$ cat src/rtl/ezrisc_pkg.sv
// Shared ezRISC definitions: ALU control codes and the multiply/divide unit state type.
package ezrisc_pkg;

    localparam logic [3:0] ALU_AND = 4'b0000;
    localparam logic [3:0] ALU_OR  = 4'b0001;
    localparam logic [3:0] ALU_ADD = 4'b0010;
    localparam logic [3:0] ALU_SUB = 4'b0011;
    localparam logic [3:0] ALU_SHR = 4'b0100;
    localparam logic [3:0] ALU_SHL = 4'b0101;
    localparam logic [3:0] ALU_ROR = 4'b0110;
    localparam logic [3:0] ALU_ROL = 4'b0111;
    localparam logic [3:0] ALU_MUL = 4'b1000;
    localparam logic [3:0] ALU_DIV = 4'b1001;
    localparam logic [3:0] ALU_NEG = 4'b1010;
    localparam logic [3:0] ALU_NOT = 4'b1011;

    typedef enum logic [1:0] {
        IDLE,
        RUN,
        FIX
    } mdu_state_t;

endpackage

$ cat src/rtl/mul_div_unit.sv
// Multi-cycle signed multiply (radix-2 Booth) and restoring divide for the ezRISC datapath.
// One shared shift register, one adder/subtractor and one iteration counter serve both ops.
module mul_div_unit
    import ezrisc_pkg::*;
#(
    parameter int unsigned REG_SIZE = 32
) (
    input  logic                    clk,
    input  logic                    rst_n,
    input  logic                    start,
    input  logic [3:0]              ctrl_sig,
    input  logic [REG_SIZE-1:0]     y_data_in,
    input  logic [REG_SIZE-1:0]     bus_data_in,
    output logic [2*REG_SIZE-1:0]   z_data_out,
    output logic                    busy,
    output logic                    done,
    output logic                    div_by_zero
);

    localparam int unsigned N  = REG_SIZE;
    localparam int unsigned AW = 2 * N + 1;

    mdu_state_t     state;
    logic [5:0]     cnt;
    logic           is_div;
    logic           q_neg;
    logic           r_neg;
    logic           dbz;
    logic [N-1:0]   opb;
    logic [AW-1:0]  acc;

    logic           req_valid;
    logic           req_div;
    logic           req_dbz;
    logic [N:0]     add_a;
    logic [N:0]     add_b;
    logic [N:0]     add_sum;
    logic           add_sub;
    logic [N:0]     div_r;
    logic [AW-1:0]  acc_next;
    logic [N-1:0]   q_fix;
    logic [N-1:0]   r_fix;
    logic [2*N-1:0] z_fix;

    function automatic logic [N-1:0] mag(input logic [N-1:0] v);
        return v[N-1] ? (~v + 1'b1) : v;
    endfunction

    assign req_div   = (ctrl_sig == ALU_DIV);
    assign req_valid = (ctrl_sig == ALU_MUL) || req_div;
    assign req_dbz   = req_div && (bus_data_in == '0);

    // Divide: {R, Q} shifted left by one before the trial subtraction.
    assign div_r = {acc[2*N-1:N], acc[N-1]};

    always_comb begin
        add_a   = '0;
        add_b   = '0;
        add_sub = 1'b0;
        if (is_div) begin
            add_a   = div_r;
            add_b   = {1'b0, opb};
            add_sub = 1'b1;
        end else begin
            add_a   = {acc[2*N], acc[2*N:N+1]};
            add_b   = (acc[1] ^ acc[0]) ? {opb[N-1], opb} : '0;
            add_sub = (acc[1:0] == 2'b10);
        end
        add_sum = add_sub ? (add_a - add_b) : (add_a + add_b);
    end

    always_comb begin
        acc_next = acc;
        if (is_div) begin
            if (!add_sum[N]) begin
                acc_next = {add_sum, acc[N-2:0], 1'b1};
            end else begin
                acc_next = {div_r, acc[N-2:0], 1'b0};
            end
        end else begin
            // N+1-bit sum then arithmetic shift: A may transiently need the extra bit.
            acc_next = {add_sum, acc[N:1]};
        end
    end

    always_comb begin
        q_fix = q_neg ? (~acc[N-1:0] + 1'b1) : acc[N-1:0];
        r_fix = r_neg ? (~acc[2*N-1:N] + 1'b1) : acc[2*N-1:N];
        if (dbz) begin
            z_fix = {acc[N-1:0], {N{1'b1}}};
        end else if (is_div) begin
            z_fix = {r_fix, q_fix};
        end else begin
            z_fix = acc[2*N:1];
        end
    end

    always_ff @(posedge clk or negedge rst_n) begin
        if (!rst_n) begin
            state       <= IDLE;
            cnt         <= '0;
            is_div      <= 1'b0;
            q_neg       <= 1'b0;
            r_neg       <= 1'b0;
            dbz         <= 1'b0;
            opb         <= '0;
            acc         <= '0;
            z_data_out  <= '0;
            busy        <= 1'b0;
            done        <= 1'b0;
            div_by_zero <= 1'b0;
        end else begin
            done <= 1'b0;
            unique case (state)
                IDLE: begin
                    if (start && req_valid) begin
                        is_div      <= req_div;
                        dbz         <= req_dbz;
                        q_neg       <= y_data_in[N-1] ^ bus_data_in[N-1];
                        r_neg       <= y_data_in[N-1];
                        cnt         <= '0;
                        busy        <= 1'b1;
                        div_by_zero <= 1'b0;
                        if (req_div) begin
                            // Divide by zero keeps the raw dividend for the remainder field.
                            acc   <= {{(N+1){1'b0}}, req_dbz ? y_data_in : mag(y_data_in)};
                            opb   <= mag(bus_data_in);
                            state <= req_dbz ? FIX : RUN;
                        end else begin
                            acc   <= {{N{1'b0}}, bus_data_in, 1'b0};
                            opb   <= y_data_in;
                            state <= RUN;
                        end
                    end
                end
                RUN: begin
                    acc <= acc_next;
                    cnt <= cnt + 6'd1;
                    if (cnt == 6'(N - 1)) begin
                        state <= FIX;
                    end
                end
                FIX: begin
                    z_data_out  <= z_fix;
                    div_by_zero <= dbz;
                    done        <= 1'b1;
                    busy        <= 1'b0;
                    cnt         <= '0;
                    state       <= IDLE;
                end
                default: state <= IDLE;
            endcase
        end
    end

endmodule

$ cat config.mk
export PLATFORM = sky130hd
export DESIGN_NAME = mul_div_unit
export DESIGN_NICKNAME = d
export VERILOG_FILES = /design/src/rtl/ezrisc_pkg.sv /design/src/rtl/mul_div_unit.sv
export SDC_FILE = /design/constraint.sdc
export NUM_CORES = 1
export LEC_CHECK = 0
export BUFFER_PORTS_ARGS = -buffer_cell sky130_fd_sc_hd__buf_2
export CORE_ASPECT_RATIO = 2
export CORE_MARGIN = 10
export CORE_UTILIZATION = 45
export CTS_BUF_LIST = sky130_fd_sc_hd__clkbuf_4 sky130_fd_sc_hd__clkbuf_8
export CTS_CLUSTER_SIZE = 25
export DETAILED_ROUTE_END_ITERATION = 12
export HOLD_SLACK_MARGIN = 0.1
export SLEW_MARGIN = 5
export SYNTH_ARGS = -nofsm -noshare
export SYNTH_HDL_FRONTEND = slang
export SYNTH_SLANG_ARGS = --single-unit
$ cat constraint.sdc
create_clock -name clk -period 6.9 [get_ports clk]
set_clock_uncertainty 0.1 [all_clocks]
set_input_delay 0.345 -clock clk [delete_from_list [all_inputs] [get_ports clk]]
set_output_delay 0.345 -clock clk [all_outputs]
set_load 0.005 [all_outputs]
==> flow_metrics.py, run 1 <==
metrics = {
    "placed_design": {
        "place.gp.congestion": 0.957,
        "hpwl_um": 43600,
        "io_buffers": 137,
        "dp_cells": 2256,
    },
    "power_and_ir_drop": {
        "p_clk_share_pct": 8.0,
        "switchingPower_mw": 5.06,
        "seqPwrFrac_pct": 22.6,
        "power.total_mw": 9.24,
        "p_per_area_nw_per_um2": 572,
        "ir_drop_mv": 0.314,
        "intPower_mw": 4.17,
        "combPwrFrac_pct": 69.4,
        "p_sw_share_pct": 54.8,
        "total_leakage_power_nw": 6.97,
    },
    "worst_setup_path": {
        "critPathTopFamily": "compound AO/OA/AOI/OAI gates",
        "critPathArrivalTime_ns": 5.80,
        "critPathCaptureType": "flop",
        "path_class": "flop to flop",
        "cpPeakStageDelay_ns": 0.51,
        "cpMostUsedCell": "ha_1",
        "crit_buf_inv": 2,
        "critPathRequiredTime_ns": 7.16,
        "slowest_stage": "dfrtp_1",
        "cp-start-kind": "flop",
        "worst-path-max-fanout": 35,
        "path_cells": "inv_1 > ha_1 > or2_2 > nand2_1 > ha_1 > o21ai_0 > o21bai_1 > o21ai_0 > nand4_1 > o31ai_1 > nor2_1 > ha_1 > and3_1 > nand3_1 > a2111oi_2 > o21ai_1 > and4_1 > nor3_4 > buf_12 > mux2i_1 > o21ai_1",
    },
    "global_routing": {
        "grt_pass1_wl_um": 85400,
        "grt_pass1_vias": 14200,
        "grtUsageTotal_pct": 27.7,
        "overflow": 0,
        "antenna_found_initial": 1,
        "grt_max_degree": 109,
    },
    "floorplanning": {
        "die_area_um2": 40000,
        "core_area_um2": 31500,
        "num_io_pins": 138,
        "die_w_um": 147,
        "start_util_pct": 45.7,
        "rows": 92,
        "die-height_um": 273,
    },
    "routing": {
        "avgRoutedWirePerCell_um": 24.1,
        "drt_iter0_drc": 1039,
        "routed_via_density": 6.06,
        "wl_met3_um": 2210,
        "drt-total-wl_um": 56500,
        "dr.pass1.iters": 6,
        "drtAntennaViolNets": 0,
        "drc_errors": 0,
        "dr_wl_met2_um": 29700,
        "num_vias": 14200,
        "highest_layer": "met4",
        "met1_length_um": 19200,
    },
    "clock_network": {
        "cts_buffers": 17,
        "path_clk_slew_ns": 0.10,
        "insertion_delay_ns": 0.52,
        "ctsResizeCount": 0,
        "htree_num_levels": 4,
        "cts_num_sinks": 176,
        "clock_path_buffers": 2,
        "cts_setup_buffers": 0,
        "cts_tree": "built",
        "root_buffer": "clkbuf_8",
        "holdBufCountCts": 53,
    },
    "timing": {
        "relSlewSlack_pct": 29.7,
        "hold_slack_ns": 0.134,
        "post-route-min-period_ns": 5.54,
        "maxSlewViolCount": 0,
        "hold_violations": 0,
        "worst_pin_slew_ns": 1.05,
        "fmax_mhz": 180,
        "tns_ns": 0,
        "rsz0062_at_grt": "no",
        "setup_viol": 0,
        "final.period_utilization_pct": 80.3,
    },
    "synth": {
        "postSynthRegisterBits": 176,
        "ys_async_sr_fraction_pct": 100,
        "yosys_warnings": 0,
        "synth_top_area_share_pct": 30.5,
        "syn_area_um2": 14400,
        "ys_seq_area_share_pct": 30.5,
        "yosys-top-cells-area": "dfrtp_1, xor2_1, nand2_1, o21ai_0, a21oi_1",
        "synth_cell_types": 73,
        "synth_flop_cell": "dfrtp_1",
        "synth_edf_count": 0,
        "avgSynthCellArea_um2": 7.90,
        "yosysTopAreaCell": "dfrtp_1",
        "syn_inst": 1825,
        "syn-num-nets": 1936,
    },
    "cells_and_area": {
        "syn2layout_area_growth_pct": 11.9,
        "n_fill_cell": 3252,
        "drive_gt1_share_pct": 13.2,
        "fin_cells": 2341,
        "final_cell_mix": "nand2_1, dfrtp_1, nor2_1",
        "layout_commonest_cell": "nand2_1",
        "layout.nets": 2016,
    },
    "job": {
        "cap_violations": 0,
    },
    "outcome": {
        "outcome": "complete, no violations",
    },
    "hold_path": {
        "min_path_type": "primary input to flop",
    },
}
## metal layers
metal / vias to the layer above / global-route usage (%)
li1: 6726 / -
met1: 6821 / 27.0
met2: 470 / 50.1
met3: 175 / 4.15
met4: 0 / 24.0
met5: - / 0
## tightest hold or removal path: cells and delay by family
| family | cells | cell delay, ns |
|---|---|---|
| buf+inv | 1 | 0.17 |
| compound gates | 2 | 0.18 |
## power groups by stage
stage	clock [mW]	combinational, mW	sequential (mW)
6_report	0.737	6.41	2.09
3_5_place_dp	0	6.26	2.08
3_3_place_gp	0	6.21	2.08
2_1_floorplan	0	4.74	1.54
5_1_grt	0.790	6.96	2.13
4_1_cts	0.752	6.37	2.06
## through the flow
stage                     area (µm²)  setup slack [ns]  util (%)
after CTS                      16100              1.36      51.2
after global routing           16100             0.909      51.2
after global placement         15200              1.54      48.2
after detailed placement       15200              1.41      48.2
final                          16100              1.36      51.2
after floorplan                14400              1.83         -
## final timing paths
kind	start	end	slack, ns	cells after the start
setup reg to reg	acc[1]	acc[36]	1.36	21
setup / recovery	acc[1]	acc[36]	1.36	21
min in group asynchronous	rst_n	z_data_out[58]	0.45	2
hold reg to reg	z_data_out[56]	z_data_out[56]	0.39	2
max in group asynchronous	rst_n	is_div	4.64	3
hold / removal	bus_data_in[26]	acc[27]	0.13	3
## Yosys cell counts (3+ instances only)
cell,instances
inv_1,18
mux2i_1,58
nand4_1,7
nor4_1,22
dfrtp_1,176
or2_2,9
ha_1,39
o21ai_0,153
a31oi_1,26
xor2_1,108
a21o_1,19
or3_1,24
o41ai_1,22
and3_1,10
and2_1,9
or2_1,4
o21a_1,11
a221oi_1,33
o22a_1,7
o21ai_1,51
a21oi_1,131
nand2_1,247
o31a_1,4
nand2b_1,22
nand3b_1,4
buf_6,6
nand3_1,20
nor3_1,20
nor2b_1,10
nor2_1,165
buf_2,7
xnor2_1,59
o2bb2a_1,3
a21boi_0,3
o31ai_1,39
and4_1,4
clkbuf_1,126
nor3b_1,4
or4_1,10
buf_1,11
o21bai_1,6
a211oi_1,34
o211ai_1,10
mux2_2,32
## sequential cells by signal, summed over array words and instances, names as in the netlist
register / cells
cnt: 6
acc: 65
busy: 1
state: 2
is_div: 1
q_neg: 1
done: 1
div_by_zero: 1
dbz: 1
z_data_out: 64
opb: 32
r_neg: 1
## cell families after synthesis
| logic type | Yosys count | share of synthesized area [%] |
|---|---|---|
| buffers and inverters | 170 | 4.80 |
| DFF | 176 | 30.5 |
| muxes | 90 | 6.52 |
| and+or+nand+nor | 604 | 19.5 |
| AOI/OAI and AO/OA | 578 | 25.0 |
| adders and majority gates | 40 | 3.52 |
| xor gates and xnor gates | 167 | 10.1 |
## area by class of cell
class	count	area, µm²	share of cell area [%]
multi-input combinational	1479	9340	57.9
sequential	176	4410	27.3
timing repair buffer	211	1390	8.63
tap	423	529	3.28
clock buffer	17	234	1.45
clock inverter	14	153	0.946
inverter	20	75.1	0.465
antenna	1	2.50	0.0155
Note: power is estimated with default switching activity, not from simulation.
==> inputs of run 2 (changes only) <==
Clock period 6.9 ns to 5.13 ns, I/O delays scaled along.
==> run 2 against run 1 <==
Against the previous run: total power up 43%; highest routed layer unchanged; via count up 3.5%; sequential power up 33%; global-route usage up 0.49 points; cell area up 5.0%; routed wire length up 3.0%; clock-buffer cell count unchanged; die area unchanged.
==> flow_metrics.py, run 2 (synthesis gave the netlist of run 1 again) <==
metrics = {
    "placed_design": {
        "dp_cells": 2296,
        "hpwl_um": 44300,
        "io_buffers": 137,
        "place.gp.congestion": 1.02,
    },
    "clock_network": {
        "insertion_delay_ns": 0.53,
        "htree_num_levels": 4,
        "root_buffer": "clkbuf_8",
        "cts_num_sinks": 176,
        "cts_tree": "built",
        "path_clk_slew_ns": 0.10,
        "cts_buffers": 17,
        "clock_path_buffers": 2,
    },
    "routing": {
        "drc_errors": 0,
        "routed_via_density": 6.06,
        "drtAntennaViolNets": 0,
        "dr.pass1.iters": 7,
        "drt-total-wl_um": 58100,
        "num_vias": 14700,
        "drt_iter0_drc": 1177,
        "avgRoutedWirePerCell_um": 24.0,
    },
    "timing": {
        "hold_violations": 0,
        "post-route-min-period_ns": 4.80,
        "setup_viol": 0,
        "relSlewSlack_pct": 25.4,
        "fmax_mhz": 208,
        "worst_pin_slew_ns": 1.12,
        "hold_slack_ns": 0.109,
        "final.period_utilization_pct": 93.7,
        "maxSlewViolCount": 0,
    },
    "global_routing": {
        "overflow": 0,
        "antenna_found_initial": 2,
        "grtUsageTotal_pct": 28.2,
        "grt_pass1_vias": 14400,
        "grt_max_degree": 136,
        "grt_pass1_wl_um": 86800,
    },
    "cells_and_area": {
        "n_fill_cell": 3111,
        "final_core_util_pct": 53.7,
        "layout_commonest_cell": "nand2_1",
        "largestRegisters": "acc: 65 flops, z_data_out: 64 flops, opb: 32 flops",
        "drive_gt1_share_pct": 15.3,
        "syn2layout_area_growth_pct": 17.5,
        "final_cell_mix": "nand2_1, dfrtp_1, nor2_1",
        "fin_cells": 2422,
        "largest_reg_flops": 65,
        "regMostFlops": "acc",
        "layout.nets": 2096,
    },
    "worst_setup_path": {
        "critPathCaptureType": "flop",
        "critPathArrivalTime_ns": 5.10,
        "cp-start-kind": "flop",
        "path_class": "flop to flop",
        "critPathRequiredTime_ns": 5.43,
        "worst-path-max-fanout": 15,
    },
    "floorplanning": {
        "start_util_pct": 45.7,
        "num_io_pins": 138,
        "core_area_um2": 31500,
        "die_w_um": 147,
        "die-height_um": 273,
        "rows": 92,
        "die_area_um2": 40000,
    },
    "power_and_ir_drop": {
        "p_per_area_nw_per_um2": 780,
        "total_leakage_power_nw": 7.37,
        "ir_drop_mv": 0.400,
    },
    "outcome": {
        "outcome": "complete, no violations",
    },
    "hold_path": {
        "min_path_type": "primary input to asynchronous set/reset pin",
    },
    "job": {
        "cap_violations": 0,
    },
}
==> run 2: what timing repair did <==
action | CTS | global route
endpoints found under the hold margin | 105 | 0
resized for setup | 0 | 13
setup buffers | 0 | 1
hold buffers | 91 | 0
endpoints found under the setup margin | 0 | 32
==> run 2: worst max-delay path, stage by stage, from the launching register on <==
cell	delay, ns
dfrtp_1	0.43
or3_1	0.42
or3_1	0.39
o31ai_1	0.22
buf_4	0.17
o21ai_0	0.16
a21oi_2	0.21
nor2_1	0.07
xor2_1	0.24
ha_1	0.28
buf_4	0.16
a21o_1	0.16
a21oi_1	0.22
o21ai_0	0.15
a31oi_2	0.28
o21ai_1	0.18
nor3_4	0.24
buf_12	0.14
buf_12	0.16
mux2i_1	0.21
o21ai_1	0.07
==> run 2: metal layers <==
metal / wire (µm) / GRT usage, % / vias up
met2: 30800 / 51.2 / 521
li1: - / - / 6879
met3: 2410 / 3.49 / 186
met1: 19800 / 28.3 / 7099
met4: 5110 / 22.8 / 0
met5: 0 / 0 / -
==> run 2: cell type report <==
cell class	instances	area (µm²)	share of cell area, %
diodes	1	2.50	0.0148
inverters	20	75.1	0.443
multi-input cells	1479	9410	55.5
flip-flops and latches	176	4410	26.0
clock buffers	17	234	1.38
well taps	423	529	3.12
clock inverters	15	163	0.960
repair buffers	291	2130	12.6
==> run 2: power breakdown <==
part           internal, mW  leakage (nW)  total [mW]  switching [mW]
Sequential             1.80          2.29        2.78           0.974
Combinational          3.94          4.89        9.43            5.49
Clock                 0.367         0.192        1.01           0.640
Total                  6.11          7.37        13.2            7.11
==> run 2: worst paths after layout <==
| path | from | endpoint | slack (ns) | cells past startpoint |
|---|---|---|---|---|
| min in group clk | bus_data_in[12] | opb[12] | 0.13 | 5 |
| min reg2reg | z_data_out[56] | z_data_out[56] | 0.38 | 2 |
| max in group asynchronous | rst_n | is_div | 3.64 | 3 |
| max | opb[4] | acc[38] | 0.33 | 20 |
| max reg2reg | opb[4] | acc[38] | 0.33 | 20 |
| min | rst_n | z_data_out[62] | 0.11 | 2 |
==> run 2: metrics by stage <==
step / cell area (µm²) / total power [mW] / setup slack, ns / TNS, ns
final: 16900 / 13.2 / 0.325 / 0
after global routing: 16900 / 14.1 / -0.0186 / -0.0234
after CTS: 16800 / 13.0 / 0.155 / 0
after detailed placement: 15500 / 11.7 / 0.181 / 0
after global placement: 15500 / 11.6 / 0.205 / 0
after floorplan: 14400 / 8.45 / 0.0555 / 0
